===== config.mk =====
export PLATFORM = sky130hd
export DESIGN_NAME = srl_fifo16
export DESIGN_NICKNAME = d
export VERILOG_FILES = /design/src/rtl/srl_fifo_pkg.sv /design/src/rtl/srl_fifo_store.sv /design/src/rtl/srl_fifo16.sv
export SDC_FILE = /design/constraint.sdc
export NUM_CORES = 1
export LEC_CHECK = 0
export ABC_AREA = 1
export CAP_MARGIN = 20
export CORE_UTILIZATION = 30
export CTS_CLUSTER_SIZE = 8
export DETAILED_ROUTE_END_ITERATION = 8
export HOLD_SLACK_MARGIN = 0.03
export SYNTH_ARGS = -nofsm -noshare
export SYNTH_HDL_FRONTEND = slang
export SYNTH_HIERARCHICAL = 1
export SYNTH_SLANG_ARGS = --single-unit

===== constraint.sdc =====
create_clock -name CLK -period 9.2 [get_ports CLK]
set_clock_uncertainty 0.05 [all_clocks]
set_input_delay 1.84 -clock CLK [delete_from_list [all_inputs] [get_ports CLK]]
set_output_delay 1.84 -clock CLK [all_outputs]
set_load 0.005 [all_outputs]

===== src/rtl/srl_fifo_pkg.sv =====
// Shared constants and helpers for the 16-entry shift-register FIFO.
// Optional error flags are enabled with the SRL_FIFO_ERR_EN macro.
package srl_fifo_pkg;

    localparam int SRL_FIFO_DEPTH = 16;
    localparam int SRL_FIFO_PTR_W = 4;
    localparam int SRL_FIFO_CNT_W = 5;
    localparam int SRL_FIFO_HALF  = 8;

    typedef logic [SRL_FIFO_CNT_W-1:0] srl_cnt_t;
    typedef logic [SRL_FIFO_PTR_W-1:0] srl_ptr_t;

    // The oldest word sits at position count-1. For count == 16 the low four
    // bits are 0, so the wrap to 15 is exactly what we want. The value for
    // count == 0 is meaningless and is masked by the caller.
    function automatic srl_ptr_t srl_rd_addr(input srl_cnt_t cnt);
        return cnt[SRL_FIFO_PTR_W-1:0] - srl_ptr_t'(1);
    endfunction

endpackage


===== src/rtl/srl_fifo_store.sv =====
// 16-deep, WIDTH-wide shift array with enable and a 4-bit addressed read.
// Behaves like one SRL16 per data bit: new data enters at position 0, older
// words move up one place, and the read tap is a plain mux on the array.
// Storage is intentionally not reset so it maps onto SRL primitives.
module srl_fifo_store
    import srl_fifo_pkg::*;
#(
    parameter int WIDTH = 8
) (
    input  logic             CLK,
    input  logic             en_i,
    input  logic [WIDTH-1:0] din_i,
    input  srl_ptr_t         addr_i,
    output logic [WIDTH-1:0] dout_o
);

    logic [WIDTH-1:0] data_q [SRL_FIFO_DEPTH];

    // Shift the whole array by one on an accepted write.
    always_ff @(posedge CLK) begin
        if (en_i) begin
            data_q[0] <= din_i;
            for (int i = 1; i < SRL_FIFO_DEPTH; i++) begin
                data_q[i] <= data_q[i-1];
            end
        end
    end

    assign dout_o = data_q[addr_i];

endmodule


===== src/rtl/srl_fifo16.sv =====
// 16-entry synchronous FIFO on shift-register storage. Writes shift into the
// store; an occupancy count addresses the oldest word, so reads never move
// data. Flags decode straight from the count register.
// Define SRL_FIFO_ERR_EN to add sticky OVERFLOW/UNDERFLOW outputs.
module srl_fifo16
    import srl_fifo_pkg::*;
#(
    parameter int WIDTH = 8
) (
    input  logic             CLK,
    input  logic             RESET_N,
    input  logic [WIDTH-1:0] DIN,
    input  logic             WRITE,
    input  logic             READ,
    output logic [WIDTH-1:0] DOUT,
    output logic             EMPTY,
    output logic             HALF_FULL,
    output logic             FULL
`ifdef SRL_FIFO_ERR_EN
    ,
    output logic             OVERFLOW,
    output logic             UNDERFLOW
`endif
);

    srl_cnt_t         count_q;
    srl_cnt_t         count_d;
    logic             wr_acc;
    logic             rd_acc;
    logic [WIDTH-1:0] store_dout;

    // Flags come only from the count register, never from the strobes.
    assign EMPTY     = (count_q == '0);
    assign FULL      = (count_q == srl_cnt_t'(SRL_FIFO_DEPTH));
    assign HALF_FULL = (count_q >= srl_cnt_t'(SRL_FIFO_HALF));

    // A write into a full FIFO is dropped even if a read frees a slot in the
    // same cycle; a read from an empty FIFO is dropped even if a write lands.
    assign wr_acc = WRITE && !FULL;
    assign rd_acc = READ && !EMPTY;

    // Simultaneous write and read: shift plus unchanged address keeps order.
    always_comb begin
        count_d = count_q;
        if (wr_acc && !rd_acc) begin
            count_d = count_q + srl_cnt_t'(1);
        end else if (rd_acc && !wr_acc) begin
            count_d = count_q - srl_cnt_t'(1);
        end
    end

    // Occupancy register; reset empties the FIFO immediately.
    always_ff @(posedge CLK or negedge RESET_N) begin
        if (!RESET_N) begin
            count_q <= '0;
        end else begin
            count_q <= count_d;
        end
    end

    srl_fifo_store #(
        .WIDTH (WIDTH)
    ) u_store (
        .CLK    (CLK),
        .en_i   (wr_acc),
        .din_i  (DIN),
        .addr_i (srl_rd_addr(count_q)),
        .dout_o (store_dout)
    );

    // Stale storage contents are hidden while empty.
    assign DOUT = EMPTY ? '0 : store_dout;

`ifdef SRL_FIFO_ERR_EN
    logic overflow_q;
    logic underflow_q;

    // Sticky error flags, cleared only by reset.
    always_ff @(posedge CLK or negedge RESET_N) begin
        if (!RESET_N) begin
            overflow_q  <= 1'b0;
            underflow_q <= 1'b0;
        end else begin
            if (WRITE && !wr_acc) overflow_q  <= 1'b1;
            if (READ && EMPTY)    underflow_q <= 1'b1;
        end
    end

    assign OVERFLOW  = overflow_q;
    assign UNDERFLOW = underflow_q;
`endif

endmodule

# Word-level counts from Yosys, hierarchy flattened
# Memory sizes are Yosys's and may differ from the RTL's.
# Cells that the tools add are included.
# op_classes
magnitude_cmp	1
n_reduce_logical	10
muxes	5
eq_ne	1
addsub	3
# op_table
op	n
two-way mux 5 bit	2
two-way mux 8 bit	1
adder 5 x 1 -> 5 bit (second input constant)	1
== test 5 bit (second input constant)	1
>= comparator 5 x 4 -> 1 bit (second input constant)	1
zero test 5 bit	1
subtractor 5 x 1 -> 5 bit (second input constant)	1
logical AND 1 bit	4
zero test 1 bit	4
subtractor 4 x 1 -> 4 bit (second input constant)	1
two-way mux 1 bit	2
nonzero test 2 bit	1
# word_totals
out_inout_bits	11
reg_bits	5
in_bits	12
mem_count	1
mem_bits_rw	128
word_cells	22
# memory_table
memory	depth	width	rd	rd_ports_with_merged_regs	wr	line_no	text
u_store.data_q	16	8	16	0	16	srl_fifo_store.sv:17	logic [WIDTH-1:0] data_q [SRL_FIFO_DEPTH];

# Depth between registers and ports, before layout
# depth
ltp_word	7
depth_mapped	14
depth_no_buf	14

# Modules after synthesis
# The synthesis kept the hierarchy.
# by_module_without_submodules
mod	instances	area_per_inst_um2	seq_area_each_um2	cells_per_inst
srl_fifo_store	1	5502.8	3843.7	516
srl_fifo16	1	513.0	125.1	78

# Least setup slack after synthesis
# OpenSTA, ideal clock, no wires.
# synth_path
path_kind	in2reg
from	input port WRITE
to	register count_q[4]
setup_slack_ns	0.232
setup_time_ns	0.118
cell_stages	10
arrival_ns	8.800
path_buffers	0
cell_sequence	inv_1 -> nor2_1 -> ha_1 -> inv_1 -> ha_1 -> or2_1 -> nand2_1 -> nand2_1 -> nand3_1 -> nand2_1
# synth_via
elab_chain_len	4
# synth_lines
item	line_no	text
start, declared	srl_fifo16.sv:13	input logic WRITE,
logical AND 1 bit *	srl_fifo16.sv:39	assign wr_acc = WRITE && !FULL;
via wr_acc	srl_fifo16.sv:28	logic wr_acc;
zero test 1 bit	srl_fifo16.sv:47	end else if (rd_acc && !wr_acc) begin
logical AND 1 bit	srl_fifo16.sv:47	
nonzero test 2 bit (no source line)	n/a	
end signal, assigned	srl_fifo16.sv:57	count_q <= count_d;
end, declared	srl_fifo16.sv:26	srl_cnt_t count_q;
# The timed path passes the listed nets; every way through them passes the cells marked *.
# A chain may end at the register's enable or synchronous reset.

# Worst setup path after layout
# layout_path
from	register count_q[0]
to	output port DOUT[0]
# layout_via
elab_chain_len	3
# layout_lines
item	line_no	text
subtractor 4 x 1 -> 4 bit	srl_fifo_pkg.sv:17	return cnt[SRL_FIFO_PTR_W-1:0] - srl_ptr_t'(1);
memory (16 x 8 bit)	n/a	
via store_dout[0]	srl_fifo16.sv:30	logic [WIDTH-1:0] store_dout;
two-way mux 8 bit	srl_fifo16.sv:72	assign DOUT = EMPTY ? '0 : store_dout;
end, declared	srl_fifo16.sv:15	output logic [WIDTH-1:0] DOUT,
# The timed path passes the listed nets, and every way through them passes these cells.

==> impl_results.md <==
* Cell Count, Final, Fillers Out at roughly 900
* Number of global-route vias before repair at approximately 3800
* Largest net degree at the start of global routing at 79
* Antenna Nets Post-Route at 0
* Clock Sinks at around 130
* Crit path required time at roughly 7.3 ns
* Cts repair resizes at 0
* Synthesized flop and latch total at between 100 and 150
* Combinational share of power at 42.7%
* Max-cap violations at 0
* Setup TNS at 0 ns
* CTS buffer count at 17
* Routed len/inst at about 12 microns
* Worst-Margin Slew at 1.01 ns
* Total power at roughly 2.6 mW
* CP arrival at between 3 and 4 ns
* Clk buf depth at 2
* Worst-Skew Late Latency at approximately 0.41 ns
* Placed Instances at ~860
* Peak supply drop at ~0.15 mV
* Die Wd at between 100 and 150 microns
* Via density at roughly 4.2
* Post-route cell area at ~7000 sq um
* WHS at just under 0.4 ns
* Synth unique cells at 22
* GRT overflow at 0
* Clock power share at 25.0%
* Status: finished clean
* TritonCTS clock tree: built
* H-tree depth at 4
* Pwr dens at 373 nW/um^2
* Final Hold Viols at 0
* Commonest non-fill, non-tap cells in the layout: nand2_1, edfxtp_1, inv_1
* Final GP Congestion at 0.747
* Area after DPL at ~6500 sq um
* Initial antenna violation count at 0
* DRT iter0 DRCs at 280
* Root Buffer: clkbuf_16
* Worst r2r path cells at 15
* CTS Hold Bufs at 0
* Post-CTS Setup Inserts at 0
* Max-slew headroom at roughly 33%
* Pins Over Slew Limit at 0
* Dpl ws at approximately 4 ns
* Hold Path Cell Cnt at 0
* Final wirelength at ~11000 microns
* Cells after Synth at between 500 and 600
* Internal at about 1.6 mW
* Leak Pwr at about 3.1 nW
* Die Area at between 20000 and 25000 sq um
* Final setup fails at 0
* Hold Path Class: reg2reg
* DIE HEIGHT at 144 microns
* GRT Util Overall at approximately an eighth
* YS warnings at 6
* DP HPWL at around 6100 microns
* Critical path class: reg2out
* Num rows at about 50
* Initial core utilization at 30.7%
* Cell Area, Synth at ~6000 sq um
* Setup WS post-layout at 3.61 ns
* # fillers at approximately 2000
* Tcrit/Tclk final at 60.8%
* Post-layout util at around 36%
* Layout area overhead at 17.0%
* Register area share after synthesis at between 60% and 70%
* Worst Setup End Kind: primary output
* CP Max Fanout at 68
* Post-layout minimum cycle time at between 5 and 6 ns
* Most common cell after layout, fill and taps aside: nand2_1
* Max frequency at approximately 180 MHz
* Syn_nets at approximately 600
* Clock edge transition at the registers on the reported setup and hold paths at approximately 0.06 ns
* IO buf count at 22
* Core Footprint at between 15000 and 20000 sq um
* First-pass GRT wire length at approximately 18000 microns
* Switching power at 980 uW
* Net Sw Frac at between 30% and 40%
* Layout cell share with drive strength beyond 1 at approximately 6.8%
* Kind of start point of the critical path: flop
* # IOs at 23
* RSZ-0062 raised after global routing: no
* Vias at between 3000 and 4000
* Reg power frac at roughly a third
* First-pass iteration count of the detailed router at 5
* Synth Area per Inst at between 10 and 15 sq um
* # diodes at 0
* DRC at 0
* Nets at between 600 and 700
## cell usage after synthesis
cell | n | area (sq um)
buf_1 | 1 | 3.75
buf_2 | 12 | 60.1
buf_4 | 2 | 15.0
buf_6 | 8 | 90.1
clkbuf_1 | 1 | 3.75
dfrtp_1 | 5 | 125
edfxtp_1 | 128 | 3840
fa_1 | 1 | 20.0
ha_1 | 6 | 75.1
inv_1 | 116 | 435
inv_2 | 4 | 15.0
nand2_1 | 187 | 702
nand3_1 | 101 | 505
nand3_2 | 1 | 10.0
nor2_1 | 12 | 45.0
nor2_2 | 1 | 6.26
nor3_2 | 1 | 10.0
o21ai_0 | 1 | 5.00
o22ai_1 | 1 | 6.26
or2_1 | 2 | 12.5
xnor2_1 | 2 | 17.5
xor2_1 | 1 | 8.76
## sequential cells by signal, indices dropped and copies added (netlist names)
| register | flops |
|---|---|
| count_q | 5 |
| u_store/data_q | 128 |
## area by class of cell
cell class | count | area [sq um] | area share [%]
Inverter | 120 | 450 | 6.40
Clock buffer | 19 | 433 | 6.15
Tap cell | 265 | 332 | 4.71
Multi-Input combinational cell | 317 | 1430 | 20.3
Timing Repair Buffer | 29 | 285 | 4.05
Sequential cell | 133 | 3970 | 56.4
Clock inverter | 13 | 139 | 1.97
## final timing paths
path,endpoint,slack (ns),startpoint
min in group asynchronous,count_q[3],1.60,RESET_N
max,DOUT[0],3.61,count_q[0]
min reg2reg,u_store/data_q[3][0],0.39,u_store/data_q[2][0]
max in group asynchronous,count_q[2],7.30,RESET_N
max reg2reg,count_q[4],5.76,count_q[0]
min,u_store/data_q[3][0],0.39,u_store/data_q[2][0]
## kinds of logic (layout without fill, tap and decap cells)
family | count (synthesis) | in the layout | share of synthesized area [%]
fa+ha+maj | 7 | 7 | 1.58
compound gates | 2 | 2 | 0.187
flops | 133 | 133 | 66.0
simple gates | 305 | 305 | 21.5
buf+inv | 144 | 181 | 10.4
xor+xnor | 3 | 3 | 0.437
## critical path, stage by stage (launching register included)
cell             delay [ns]
dfrtp_1                0.43
inv_2                  0.06
buf_4                  0.56
ha_1                   0.25
inv_1                  0.04
buf_4                  0.25
inv_2                  0.52
nand3_1                0.17
nand3_1                0.13
nand3_1                0.10
nand2_1                0.10
inv_1                  0.04
nor2_1                 0.10
clkdlybuf4s50_1        0.50
## metal layers
| layer | wire length (microns) | global-route usage [%] | part of all wire, % |
|---|---|---|---|
| met4 | 138 | 5.88 | 1.3 |
| met3 | 339 | 3.40 | 3.1 |
| met5 | 0 | 0 | 0 |
| met1 | 5180 | 14.5 | 48 |
| met2 | 5220 | 18.9 | 48 |
## power by group through the flow
stage | clock network [mW] | registers (mW) | logic, mW
6_report | 0.657 | 0.848 | 1.12
5_1_grt | 0.699 | 0.861 | 1.27
4_1_cts | 0.673 | 0.848 | 1.15
3_5_place_dp | 0 | 0.859 | 1.14
3_3_place_gp | 0 | 0.855 | 1.12
2_1_floorplan | 0 | 0.854 | 0.795
Note: power is estimated with default switching activity, not from simulation.
==> patch (same settings) <==
The package constant `SRL_FIFO_DEPTH` goes from 16 to 8.
--- a/src/rtl/srl_fifo_pkg.sv
+++ b/src/rtl/srl_fifo_pkg.sv
@@ -2,7 +2,7 @@
 // Optional error flags are enabled with the SRL_FIFO_ERR_EN macro.
 package srl_fifo_pkg;
 
-    localparam int SRL_FIFO_DEPTH = 16;
+    localparam int SRL_FIFO_DEPTH = 8;
     localparam int SRL_FIFO_PTR_W = 4;
     localparam int SRL_FIFO_CNT_W = 5;
     localparam int SRL_FIFO_HALF  = 8;
Behaviour: not the same (Yosys sat finds a counterexample within 10 cycles, from zero or initial values and one cycle with RESET_N low).
==> patch against the original RTL <==
- combinational power fell by 42%
- cell area fell by 45%
- worst setup slack improved by 610 ps
- area after synthesis down 45%
- total power decreased by 49%
- count of clock-buffer cells in the layout is 8 lower
- cell count fell by 42%
- register-to-register slack better by 170 ps
- synthesized cell count decreased by 40%
- sequential cell count fell by 64
- wire length fell by 49%
- critical endpoint is now DOUT[4]
- highest routed layer unchanged
==> patch: results (changes against the original RTL) <==
* Status: finished, final reports clean
* Worst-path clk slew at 80 ps (+20 ps)
* Pin count of the biggest net entering global routing at 66 (-16%)
* Reg2reg end: count_q[4]
* Synth warn at 6 (unchanged)
* First-pass detailed-route iteration total at 4 (-1)
* Max reg flops at 64 (-50%)
* Worst VDD drop at 0.106 mV (-29%)
* Resized cells post-CTS at 0 (unchanged)
* Root Buffer: clkbuf_8
* Crit path DAT at 3100 ps (-600 ps)
* Vias in the first global route at 2081 (-45%)
* Postcts setup bufs at 0 (unchanged)
* CTS buffer count at 9 (-8)
* Tot GR Track Use at 11.0% (-0.78 points)
* R2r setup slk at 5930 ps (+170 ps)
* Syn_nets at 373 (-39%)
* End of the worst hold path: u_store/data_q[4][3]
* DR iter-0 viols at 125 (-55%)
* Worst hold stages at 0 (unchanged)
* Diodes inserted at 0 (unchanged)
* Leak at 1.83 nW (-41%)
* FILL cells at 1090 (-45%)
* Worst skew pair latency at 340 ps (-70 ps)
* Max transition margin at 44.2% (+12 points)
* Largest regs: u_store/data_q x64, count_q x5
* Share of cells above drive strength 1 at 5.74% (-1.1 points)
* Layout net count at 397 (-38%)
* Reg2Reg Depth at 15 (unchanged)
* Min-Delay Startpoint: u_store/data_q[3][3]
* Worst r2r src: count_q[0]
* PortBufs at 22 (unchanged)
* Detailed Place HPWL at 3.61 mm (-41%)
* RePlAce Congestion at 0.698 (-6.6%)
* Initial antenna violation count at 0 (unchanged)
* Htree depth at 3 (-1)
* Worst-path maximum fanout at 35 (-49%)
* Routed vias/inst at 4.14 (-2.4%)
* Path type of the worst min-delay path: reg -> reg
* First-pass GRT wire length at 9.49 mm (-49%)
* Maximum clock path buffer count at 2 (unchanged)
* Routed length per instance at 10.6 microns (-13%)
==> patch: metrics by stage <==
stage / area, sq um / worst slack (ps) / hold WS, ps / cells
CTS: 3840 / 4120 / 394 / 523
floorplan: 3320 / 3130 / 376 / 354
finish: 3840 / 4210 / 390 / 523
detailed placement: 3640 / 4520 / 384 / 507
global placement: 3640 / 4540 / 377 / 507
global route: 3840 / 3910 / 400 / 523
==> patch: layout make-up <==
cell class | count | share of cell area (%)
multi-input combinational | 187 | 22.2
inverter | 87 | 8.56
timing repair buffer | 24 | 6.12
clock inverter | 5 | 1.95
tap | 140 | 4.56
sequential | 69 | 53.2
clock buffer | 11 | 3.42
==> patch: power breakdown <==
part           total (mW)  switching [mW]  internal [mW]
clock               0.259           0.108          0.151
sequential          0.442          0.0313          0.411
combinational       0.645           0.369          0.277
==> patch: metal layers <==
layer	up-vias	track usage (%)	part of all wire [%]
met1	997	12.6	46
met4	0	6.26	2.1
met5	-	0	0
met3	8	2.92	3.0
li1	1130	-	-
met2	29	18.6	49
==> patch: worst max-delay path, stage by stage (launching register included) <==
cell and delay [ps]:
dfrtp_1 430, inv_1 70, buf_4 340, ha_1 230, xor2_1 590, inv_1 320
nand2_1 160, nand2_1 60, inv_1 50, nor2_1 40, clkdlybuf4s50_1 470
==> patch: how the worst max path moves through the flow <==
stage	slack (ps)	to	startpoint
detailed placement	4520	DOUT[4]	count_q[0]
global route	3910	DOUT[5]	count_q[0]
finish	4210	DOUT[4]	count_q[0]
CTS	4120	DOUT[4]	count_q[0]
global placement	4540	DOUT[4]	count_q[0]
floorplan	3130	count_q[4]	WRITE
